--- config.mk ---
export PLATFORM = sky130hd
export DESIGN_NAME = ifetch_align
export DESIGN_NICKNAME = d
export VERILOG_FILES = /design/src/rtl/ifetch_pkg.sv /design/src/rtl/ifetch_shiftbuf.sv /design/src/rtl/ifetch_align.sv
export SDC_FILE = /design/constraint.sdc
export NUM_CORES = 1
export LEC_CHECK = 0
export CAP_MARGIN = 20
export CORE_MARGIN = 2
export CORE_UTILIZATION = 35
export CTS_BUF_LIST = sky130_fd_sc_hd__clkbuf_16
export CTS_CLUSTER_DIAMETER = 40
export CTS_CLUSTER_SIZE = 28
export DETAILED_ROUTE_END_ITERATION = 8
export PLACE_DENSITY = 0.62
export SETUP_SLACK_MARGIN = 0.02
export SYNTH_ARGS = -nofsm -noshare
export SYNTH_HDL_FRONTEND = slang
export SYNTH_SLANG_ARGS = --single-unit
export TNS_END_PERCENT = 1
--- constraint.sdc ---
create_clock -name clk -period 2 [get_ports clk]
set_clock_uncertainty 0.2 [all_clocks]
set_input_delay 0.2 -clock clk [delete_from_list [all_inputs] [get_ports clk]]
set_output_delay 0.2 -clock clk [all_outputs]
set_load 0.05 [all_outputs]
--- src/rtl/ifetch_pkg.sv ---
// Shared types and constants for the byte-serial RV32IC fetch stage.
// Imported by ifetch_align and ifetch_shiftbuf.
package ifetch_pkg;

  typedef enum logic [2:0] {
    B0,
    B1,
    B2,
    B3,
    HOLD
  } fetch_state_t;

  localparam logic [1:0] OPC_FULL = 2'b11;
  localparam int ILEN_C  = 2;
  localparam int ILEN_32 = 4;

  function automatic logic [1:0] byte_idx(input fetch_state_t s);
    logic [1:0] idx;
    idx = 2'd0;
    unique case (s)
      B1:      idx = 2'd1;
      B2:      idx = 2'd2;
      B3:      idx = 2'd3;
      default: idx = 2'd0;
    endcase
    return idx;
  endfunction

endpackage

--- src/rtl/ifetch_shiftbuf.sv ---
// Byte-lane instruction buffer; writing lane 0 also zeroes the upper
// lanes so a compressed instruction always reads back zero-extended.
module ifetch_shiftbuf
  import ifetch_pkg::*;
(
  input  logic        clk,
  input  logic        i_rst,
  input  logic        i_clr,
  input  logic        i_we,
  input  logic [1:0]  i_idx,
  input  logic [7:0]  i_byte,
  output logic [31:0] o_word
);

  logic [31:0] r_word;

  always_ff @(posedge clk or posedge i_rst) begin
    if (i_rst) begin
      r_word <= '0;
    end else if (i_clr) begin
      r_word <= '0;
    end else if (i_we) begin
      unique case (i_idx)
        2'd0: r_word         <= {24'h0, i_byte};
        2'd1: r_word[15:8]   <= i_byte;
        2'd2: r_word[23:16]  <= i_byte;
        2'd3: r_word[31:24]  <= i_byte;
      endcase
    end
  end

  assign o_word = r_word;

endmodule

--- src/rtl/ifetch_align.sv ---
// Byte-serial fetch: reads one byte per cycle, assembles an RV32IC
// instruction and hands it to decode over valid/ready with redirects.
module ifetch_align
  import ifetch_pkg::*;
#(
  parameter int                ADDR_W   = 8,
  parameter logic [ADDR_W-1:0] RESET_PC = '0
) (
  input  logic              clk,
  input  logic              reset,
  output logic [ADDR_W-1:0] imem_addr,
  output logic              imem_oe,
  output logic              imem_we,
  input  logic [7:0]        imem_rdata,
  input  logic              redirect_valid,
  input  logic [ADDR_W-1:0] redirect_pc,
  output logic              instr_valid,
  input  logic              instr_ready,
  output logic [31:0]       instr,
  output logic [ADDR_W-1:0] instr_pc,
  output logic              instr_c
);

  fetch_state_t      r_state;
  logic [ADDR_W-1:0] r_pc;
  logic [ADDR_W-1:0] r_instr_pc;
  logic              r_valid;
  logic              r_c;

  logic [1:0]        w_idx;
  logic [31:0]       w_word;
  logic              w_fetch;
  logic [ADDR_W-1:0] w_len;
  logic              w_unused_rpc0;

  assign w_idx   = byte_idx(r_state);
  assign w_fetch = (r_state != HOLD);
  assign w_len   = r_c ? ADDR_W'(ILEN_C)
                       : ADDR_W'(ILEN_32);

  // bit 0 of a redirect target is dropped
  assign w_unused_rpc0 = redirect_pc[0];

  ifetch_shiftbuf u_buf (
    .clk    (clk),
    .i_rst  (reset),
    .i_clr  (redirect_valid),
    .i_we   (w_fetch),
    .i_idx  (w_idx),
    .i_byte (imem_rdata),
    .o_word (w_word)
  );

  always_ff @(posedge clk or posedge reset) begin
    if (reset) begin
      r_state    <= B0;
      r_pc       <= RESET_PC;
      r_valid    <= 1'b0;
      r_instr_pc <= '0;
      r_c        <= 1'b0;
    end else if (redirect_valid) begin
      r_pc    <= {redirect_pc[ADDR_W-1:1], 1'b0};
      r_state <= B0;
      r_valid <= 1'b0;
    end else begin
      unique case (r_state)
        B0: r_state <= B1;
        B1: begin
          if (w_word[1:0] != OPC_FULL) begin
            r_state    <= HOLD;
            r_valid    <= 1'b1;
            r_c        <= 1'b1;
            r_instr_pc <= r_pc;
          end else begin
            r_state <= B2;
          end
        end
        B2: r_state <= B3;
        B3: begin
          r_state    <= HOLD;
          r_valid    <= 1'b1;
          r_c        <= 1'b0;
          r_instr_pc <= r_pc;
        end
        HOLD: begin
          if (instr_ready) begin
            r_pc    <= r_pc + w_len;
            r_state <= B0;
            r_valid <= 1'b0;
          end
        end
        default: r_state <= B0;
      endcase
    end
  end

  assign imem_addr   = r_pc + ADDR_W'(w_idx);
  assign imem_oe     = w_fetch & ~reset;
  assign imem_we     = 1'b0;
  assign instr_valid = r_valid;
  assign instr       = w_word;
  assign instr_pc    = r_instr_pc;
  assign instr_c     = r_c;

endmodule

==> Word level (Yosys, flattened, before mapping) <==
Index checks and enable logic that the tools add are counted.
{ "op_classes": {"n_mux": 22, "n_eq_ne": 12, "n_reduce_logical": 18, "add_sub_neg": 2, "n_bitwise": 3} }
{ "ops": {"columns": ["op", "n"], "rows": [
  ["$mux W32", 2],
  ["$pmux W8 S2", 4],
  ["$mux W8", 5],
  ["$pmux W3 S5", 1],
  ["$mux W3", 4],
  ["$reduce_and A2 Y1", 5],
  ["$reduce_bool A2 Y1", 5],
  ["$ne A3 B3 Y1 const B", 3],
  ["$reduce_bool A3 Y1", 3],
  ["$add A8 B2 Y8", 1],
  ["$add A8 B3 Y8", 1],
  ["$eq A3 B2 Y1 const B", 2],
  ["$pmux W2 S3", 1],
  ["$reduce_and A3 Y1", 2],
  ["$eq A2 B2 Y1 const B", 2],
  ["$ne A2 B2 Y1 const B", 2],
  ["$reduce_bool A4 Y1", 1],
  ["$eq A3 B1 Y1 const B", 1],
  ["$eq A3 B3 Y1 const B", 1],
  ["$logic_not A3 Y1", 1],
  ["$mux W1", 3],
  ["$pmux W1 S3", 1],
  ["$eq A2 B1 Y1 const B", 1],
  ["$logic_not A2 Y1", 1],
  ["3 further kinds", 4]
]} }
{ "totals": {"input_bits": 20, "output_inout_bits": 52, "register_bits": 53, "elab_cells": 66} }

==> Longest topological paths before layout <==
Gate-level depths: netlist of run 1.
{ "depth": {"word_depth": 6, "mapped_depth": 6} }

==> Cells and area by module <==
A second synthesis of run 1 with hierarchy kept.
{ "unflattened": {"cells_unflattened": 259, "hier_area_um2": 2496.1} }
{ "modules_own_cells": {"columns": ["module", "seq_area_each_um2", "instances", "area_per_inst_um2", "cells_per_inst"], "rows": [
  ["ifetch_shiftbuf", 800.8, 1, 1408.9, 153],
  ["ifetch_align", 475.5, 1, 1087.3, 106]
]} }

==> Worst setup path before layout of run 1 <==
OpenSTA, ideal clock, no wires.
{ "synth_timing": {"path_kind": "register to output", "start": "register r_state[2]", "end": "output port imem_addr[7]", "path_stages_with_launch": 5, "slack_ns": -0.258, "arrival_time_ns": 1.858, "required_ns": 1.600, "cell_sequence": "dfrtp_1 > buf_2 > nand4b_1 > nor3_1 > xor2_1"} }
{ "synth_via": {"elab_chain_cells": 3} }
{ "synth_rtl": {"columns": ["item", "line", "source"], "rows": [
  ["from (decl)", "ifetch_align.sv:24", "fetch_state_t r_state;"],
  ["from (signal assigned)", "ifetch_align.sv:56", "r_state <= B0;"],
  ["from (signal assigned)", "ifetch_align.sv:63", "r_state <= B0;"],
  ["from (signal assigned)", "ifetch_align.sv:67", "B0: r_state <= B1;"],
  ["$eq A3 B2 Y1 or $eq A3 B1 Y1 (tied branches)", "ifetch_pkg.sv:20", "unique case (s)"],
  ["$pmux W2 S3 (*)", "ifetch_pkg.sv:20", null],
  ["$add A8 B2 Y8 (*)", "ifetch_align.sv:97", "assign imem_addr = r_pc + ADDR_W'(w_idx);"],
  ["to (decl)", "ifetch_align.sv:11", "output logic [ADDR_W-1:0] imem_addr,"]
]} }
Mark *: on every way between the ends. The rest lies on a longest branch, timed or not.

==> Final worst setup path of run 1 <==
Ends and elaborated chain as after synthesis.

==> impl_metrics.ini, run 1 <==
[place]
place.gp.congestion = 0.757
dp_hpwl_um = 4770
io_buffers = 68

[worst_setup_path]
end_kind = output port
rrSetupSlack_ns = 0.12
r2r_cells = 3
crit_arrival_ns = 1.66
r2r_start = r_state[0]$_DFFE_PP0P_
start_kind = register
r2r_end = u_buf.o_word[5]$_DFFE_PP0P_
required_ns = 1.60
crit_type = register to output port
critical_path_peak_fanout = 5

[global_route]
overflow = 0
antenna_found_initial = 0
grt_pass1_vias = 2267
grt_util_all_layers_pct = 16.9
grt_max_degree = 52
grt_pass1_wl_um = 11700

[power_and_ir_drop]
p_leak_nw = 1.60
clkPwrFrac_pct = 26.4
pwr-share-seq_pct = 39.1
p_sw_share_pct = 35.1
power.density_mw_per_mm2 = 778
finalPower_mw = 3.09
switchingPower_mw = 1.08
cell_internal_pwr_mw = 2.01
ir_drop_mv = 0.371
combPwrFrac_pct = 34.5

[clock_network]
clk_pin_slew_ns = 0.06
clock-sinks = 51
hold_buffers = 0
cts_max_level = 2
cts-root-buf = clkbuf_16
cts_tree = yes
clock_latency_ns = 0.29
clockBufferDepth = 2
cts_buffers = 5

[floorplan]
fp.dieH_um = 94.1
fp.dieW_um = 94.1
start_util_pct = 36.4
fp.dieArea_mm2 = 0.00886
core_area_mm2 = 0.00781
rows = 32
io_pins = 72

[layout]
diodes = 0
areaGrowthSynthToFinish_pct = 39.8
drive_gt1_share_pct = 21.8
nNetsFinal = 376
multi_input_area_mm2 = 0.00148
register_area_mm2 = 0.00128
fillers = 752

[routing]
vias = 2393
wl_per_cell_um = 15.8
drc = 0
post_drt_via_cell_ratio = 5.25
drt_iter0_markers = 128
ant_nets = 0
firstDrtPassIters = 4
wl_um = 7200

[sta]
grt_setup_unrepaired = yes
fin_crit_sh_pct = 103
worst_slew_pin_slew_ns = 0.593
clock.fmax_mhz = 486
max_slew_margin_pct = 60.3
min_period_ns = 2.06
maxSlewViolCount = 0
worst_slack_ns = -0.0587
hold_violations = 0
fin_hold_ws_ns = 0.120
setup_viol = 3

[synthesis]
yosys_warnings = 0
yosysMostFrequentCell = dfrtp_1
synth_seq_cells = 51
yosys.area.top_type_share_pct = 44.9
netlist_area_mm2 = 0.00284
synth_common_cells = dfrtp_1 (51), nand3b_1 (33), a21oi_1 (25)
async_flop_share_pct = 100
ys_top_cells_by_area = dfrtp_1 (45%), mux2_2 (9.1%), nand3b_1 (8.7%)
synthCells = 284
avgSynthCellArea_um2 = 10.0
synth_area_leader_cell = dfrtp_1
ys.flop_type = dfrtp_1
seq_area_frac_synth_pct = 44.9
synth-edff-count = 0
yosys.cell_types.count = 41

[flow_run]
cap_violations = 0

[outcome]
status = complete, but fails checks
violations = negative setup slack

[min_path]
worst_hold_path_type = primary input to async pin
-- cells by family after synthesis --
family / Yosys count / share of synthesized area, %
fa+ha+maj: 3 / 1.58
mux: 25 / 9.81
other cells: 1 / 0.132
compound gates: 67 / 15.5
simple gates: 100 / 21.1
flops: 51 / 44.9
xor+xnor: 7 / 2.16
buf+inv: 30 / 4.84
-- power groups by stage --
| stage | logic (mW) | registers, mW | clock network (mW) |
|---|---|---|---|
| finish | 1.07 | 1.21 | 0.816 |
| CTS | 1.07 | 1.21 | 0.838 |
| global route | 1.13 | 1.22 | 0.882 |
| global placement | 1.06 | 1.22 | 0 |
| floorplan | 0.383 | 1.50 | 0 |
| detailed placement | 1.06 | 1.23 | 0 |
-- metrics by stage --
| stage | TNS [ns] | setup slack [ns] | utilization (%) | area [µm²] | std cells |
|---|---|---|---|---|---|
| floorplan | -0.701 | -0.167 | - | 2860 | 285 |
| global placement | 0 | 0.0426 | 48.4 | 3780 | 447 |
| detailed placement | 0 | 0.0100 | 48.4 | 3780 | 447 |
| CTS | -0.208 | -0.0906 | 50.8 | 3960 | 456 |
| global route | -1.12 | -0.197 | 50.9 | 3980 | 456 |
| finish | -0.102 | -0.0587 | 50.9 | 3980 | 456 |
-- cell type report --
type	count	share of cell area, %
well taps	102	3.21
clock buffers	5	3.15
clock inverters	3	0.283
inverters	5	0.472
multi-input cells	204	37.3
repair buffers	86	23.4
flip-flops and latches	51	32.2
-- worst max path at each step --
stage	start	to	slack, ns
6_report	r_state[2]$_DFFE_PP0P_	imem_addr[7]	-0.06
4_1_cts	r_state[2]$_DFFE_PP0P_	imem_addr[7]	-0.09
3_5_place_dp	instr_ready	r_pc[5]$_DFFE_PP0P_	0.01
5_1_grt	r_state[2]$_DFFE_PP0P_	imem_addr[7]	-0.20
3_3_place_gp	instr_ready	r_pc[5]$_DFFE_PP0P_	0.04
2_1_floorplan	r_state[2]$_DFFE_PP0P_	imem_addr[5]	-0.17
-- worst max-delay path: stages (launching register included) --
cell      delay [ns]
dfrtp_1         0.42
nand4b_1        0.32
nor3_2          0.28
xor2_2          0.20
buf_12          0.16
-- per-layer routing --
metal  share of wire (%)  track usage [%]
met5                   0                0
met4                 1.2             3.26
met3                 6.6             4.25
met2                  45             25.4
met1                  47             24.7
-- flip-flops by register name, indices dropped and copies added, names as in the netlist --
register      count
instr_c           1
instr_pc          7
instr_valid       1
r_pc              7
r_state           3
u_buf.o_word     32
-- timing repair --
item / in CTS / in global routing
cloned: 0 / 0
pin swaps: 3 / 3
buffers inserted: 1 / 0
endpoints found under the setup margin: 9 / 11
gates resized for setup: 9 / 5
-- cells in the final DEF, fill, tap and decap left out, types with 4 or more instances in the layout --
cell type | synthesis | layout
a21o_1 | 16 | 16
a21oi_1 | 25 | 25
a22oi_1 | 8 | 8
a31oi_1 | 4 | 4
buf_12 | 0 | 11
buf_4 | 2 | 20
clkbuf_16 | 0 | 5
clkdlybuf4s50_1 | 0 | 52
dfrtp_1 | 51 | 48
inv_1 | 4 | 4
mux2_2 | 23 | 23
nand2_1 | 21 | 21
nand3_1 | 13 | 13
nand3b_1 | 33 | 33
nor2_1 | 10 | 9
nor2b_1 | 10 | 9
o21ai_0 | 4 | 4
o31ai_1 | 4 | 4
or4_1 | 4 | 4
No activity file was read; power rests on OpenSTA's default activity.
==> run 2, diff against run 1 <==
--- a/config.mk
+++ b/config.mk
@@ -12,6 +12,7 @@
 export CTS_CLUSTER_DIAMETER = 40
 export CTS_CLUSTER_SIZE = 28
 export DETAILED_ROUTE_END_ITERATION = 8
+export MAX_ROUTING_LAYER = met4
 export PLACE_DENSITY = 0.62
 export SETUP_SLACK_MARGIN = 0.02
 export SYNTH_ARGS = -nofsm -noshare
==> impl_metrics.ini, run 2 (same netlist as run 1, synthesis figures left out) <==
[place]
place_ws_ns = 0.0100
io_buffers = 68
place.gp.congestion = 0.767
dp_hpwl_um = 4770

[outcome]
violations = negative setup slack
status = complete, but fails checks

[layout]
mostFrequentLayoutCells = clkdlybuf4s50_1 (52), dfrtp_1 (48), nand3b_1 (33)
layout_commonest_cell = clkdlybuf4s50_1
largest_reg_flops = 32
register_area_mm2 = 0.00128
nNetsFinal = 376
multi_input_area_mm2 = 0.00148
areaGrowthSynthToFinish_pct = 39.8
fillers = 752
drive_gt1_share_pct = 21.8
diodes = 0

[clock_network]
cts_max_level = 2
clock_latency_ns = 0.29
clock-sinks = 51
cts-root-buf = clkbuf_16
clk_pin_slew_ns = 0.06
clockBufferDepth = 2
cts_buffers = 5
cts_tree = yes
hold_buffers = 0

[worst_setup_path]
startpoint = r_state[2]$_DFFE_PP0P_
slowest_delay_ns = 0.42
crit_arrival_ns = 1.66
start_kind = register
crit_type = register to output port
path_buf_inv = 1
crit_family = simple AND/OR/NAND/NOR gates
required_ns = 1.60
r2r_start = r_state[0]$_DFFE_PP0P_
cp_slowest_cell = dfrtp_1
critical_path_peak_fanout = 5
path_cells = nand4b_1 -> nor3_2 -> xor2_2 -> buf_12
end_kind = output port

[routing]
post_drt_via_cell_ratio = 5.25
ant_nets = 0
drt_iter0_markers = 112
drc = 0
wl_per_cell_um = 15.8
vias = 2394
wl_um = 7220
firstDrtPassIters = 4

[flow_run]
cap_violations = 0

[sta]
clock.fmax_mhz = 485
setup_viol = 3
worst_slack_ns = -0.0638
fin_hold_ws_ns = 0.126
maxSlewViolCount = 0
hold_violations = 0
worst_slew_pin_slew_ns = 0.582
min_period_ns = 2.06
max_slew_margin_pct = 61.1
grt_setup_unrepaired = yes
fin_crit_sh_pct = 103

[global_route]
grt_util_all_layers_pct = 17.3
overflow = 0
grt_pass1_vias = 2265
antenna_found_initial = 0
grt_pass1_wl_um = 11700
grt_max_degree = 52

[floorplan]
start_util_pct = 36.4
fp.dieArea_mm2 = 0.00886
core_area_mm2 = 0.00781
rows = 32
fp.dieW_um = 94.1
fp.dieH_um = 94.1
io_pins = 72

[min_path]
worst_hold_path_type = primary input to async pin

[power_and_ir_drop]
power.density_mw_per_mm2 = 776
ir_drop_mv = 0.371
p_leak_nw = 1.60
==> run 2: worst reg2reg max path, cell delays in order (launching register included) <==
cell and delay (ns):
dfrtp_2 0.45, or3b_1 0.44, a21oi_4 0.30, mux2_2 0.37
==> run 2: layout make-up <==
cell class                      instances  share of cell area [%]
Tap cell                              102                    3.21
Timing Repair Buffer                   86                    23.4
Multi-Input combinational cell        204                    37.3
Clock inverter                          3                   0.283
Inverter                                5                   0.472
Sequential cell                        51                    32.2
Clock buffer                            5                    3.15
==> run 2: path summary, 6_finish.rpt <==
path	slack [ns]	end	cells after the start
worst max register to register	0.12	u_buf.o_word[5]$_DFFE_PP0P_	3
worst min register to register	0.31	instr_pc[6]$_DFFE_PP0P_	1
max in group asynchronous	1.21	r_pc[1]$_DFFE_PP0P_	3
worst min-delay path	0.13	u_buf.o_word[28]$_DFFE_PP0P_	3
worst max-delay path	-0.06	imem_addr[7]	4
min in group clk	0.29	r_pc[1]$_DFFE_PP0P_	3
==> run 2: power by group <==
part,switching (mW),internal [mW],leakage [nW],total [mW]
combinational,0.644,0.424,0.875,1.07
clock,0.359,0.451,0.0701,0.811
sequential,0.0750,1.13,0.658,1.21
==> run 2: repair_timing <==
action,CTS,global route
buffers inserted,1,0
endpoints found under the setup margin,9,11
resized for setup,9,5
pin swaps,3,3
==> run 2: routing by layer <==
metal	global-route usage [%]	part of all wire [%]
met5	-	0
met4	3.26	0.22
met3	3.93	5.4
met2	25.7	47
met1	24.6	47
==> run 2: stage by stage <==
stage / std cells / setup TNS [ns] / cell area (µm²) / total power, mW / utilization [%]
after floorplan: 285 / -0.701 / 2860 / 1.88 / -
after global placement: 447 / 0 / 3780 / 2.28 / 48.4
after detailed placement: 447 / 0 / 3780 / 2.29 / 48.4
after CTS: 456 / -0.208 / 3960 / 3.12 / 50.8
after global routing: 456 / -1.11 / 3980 / 3.23 / 50.9
final: 456 / -0.118 / 3980 / 3.09 / 50.9
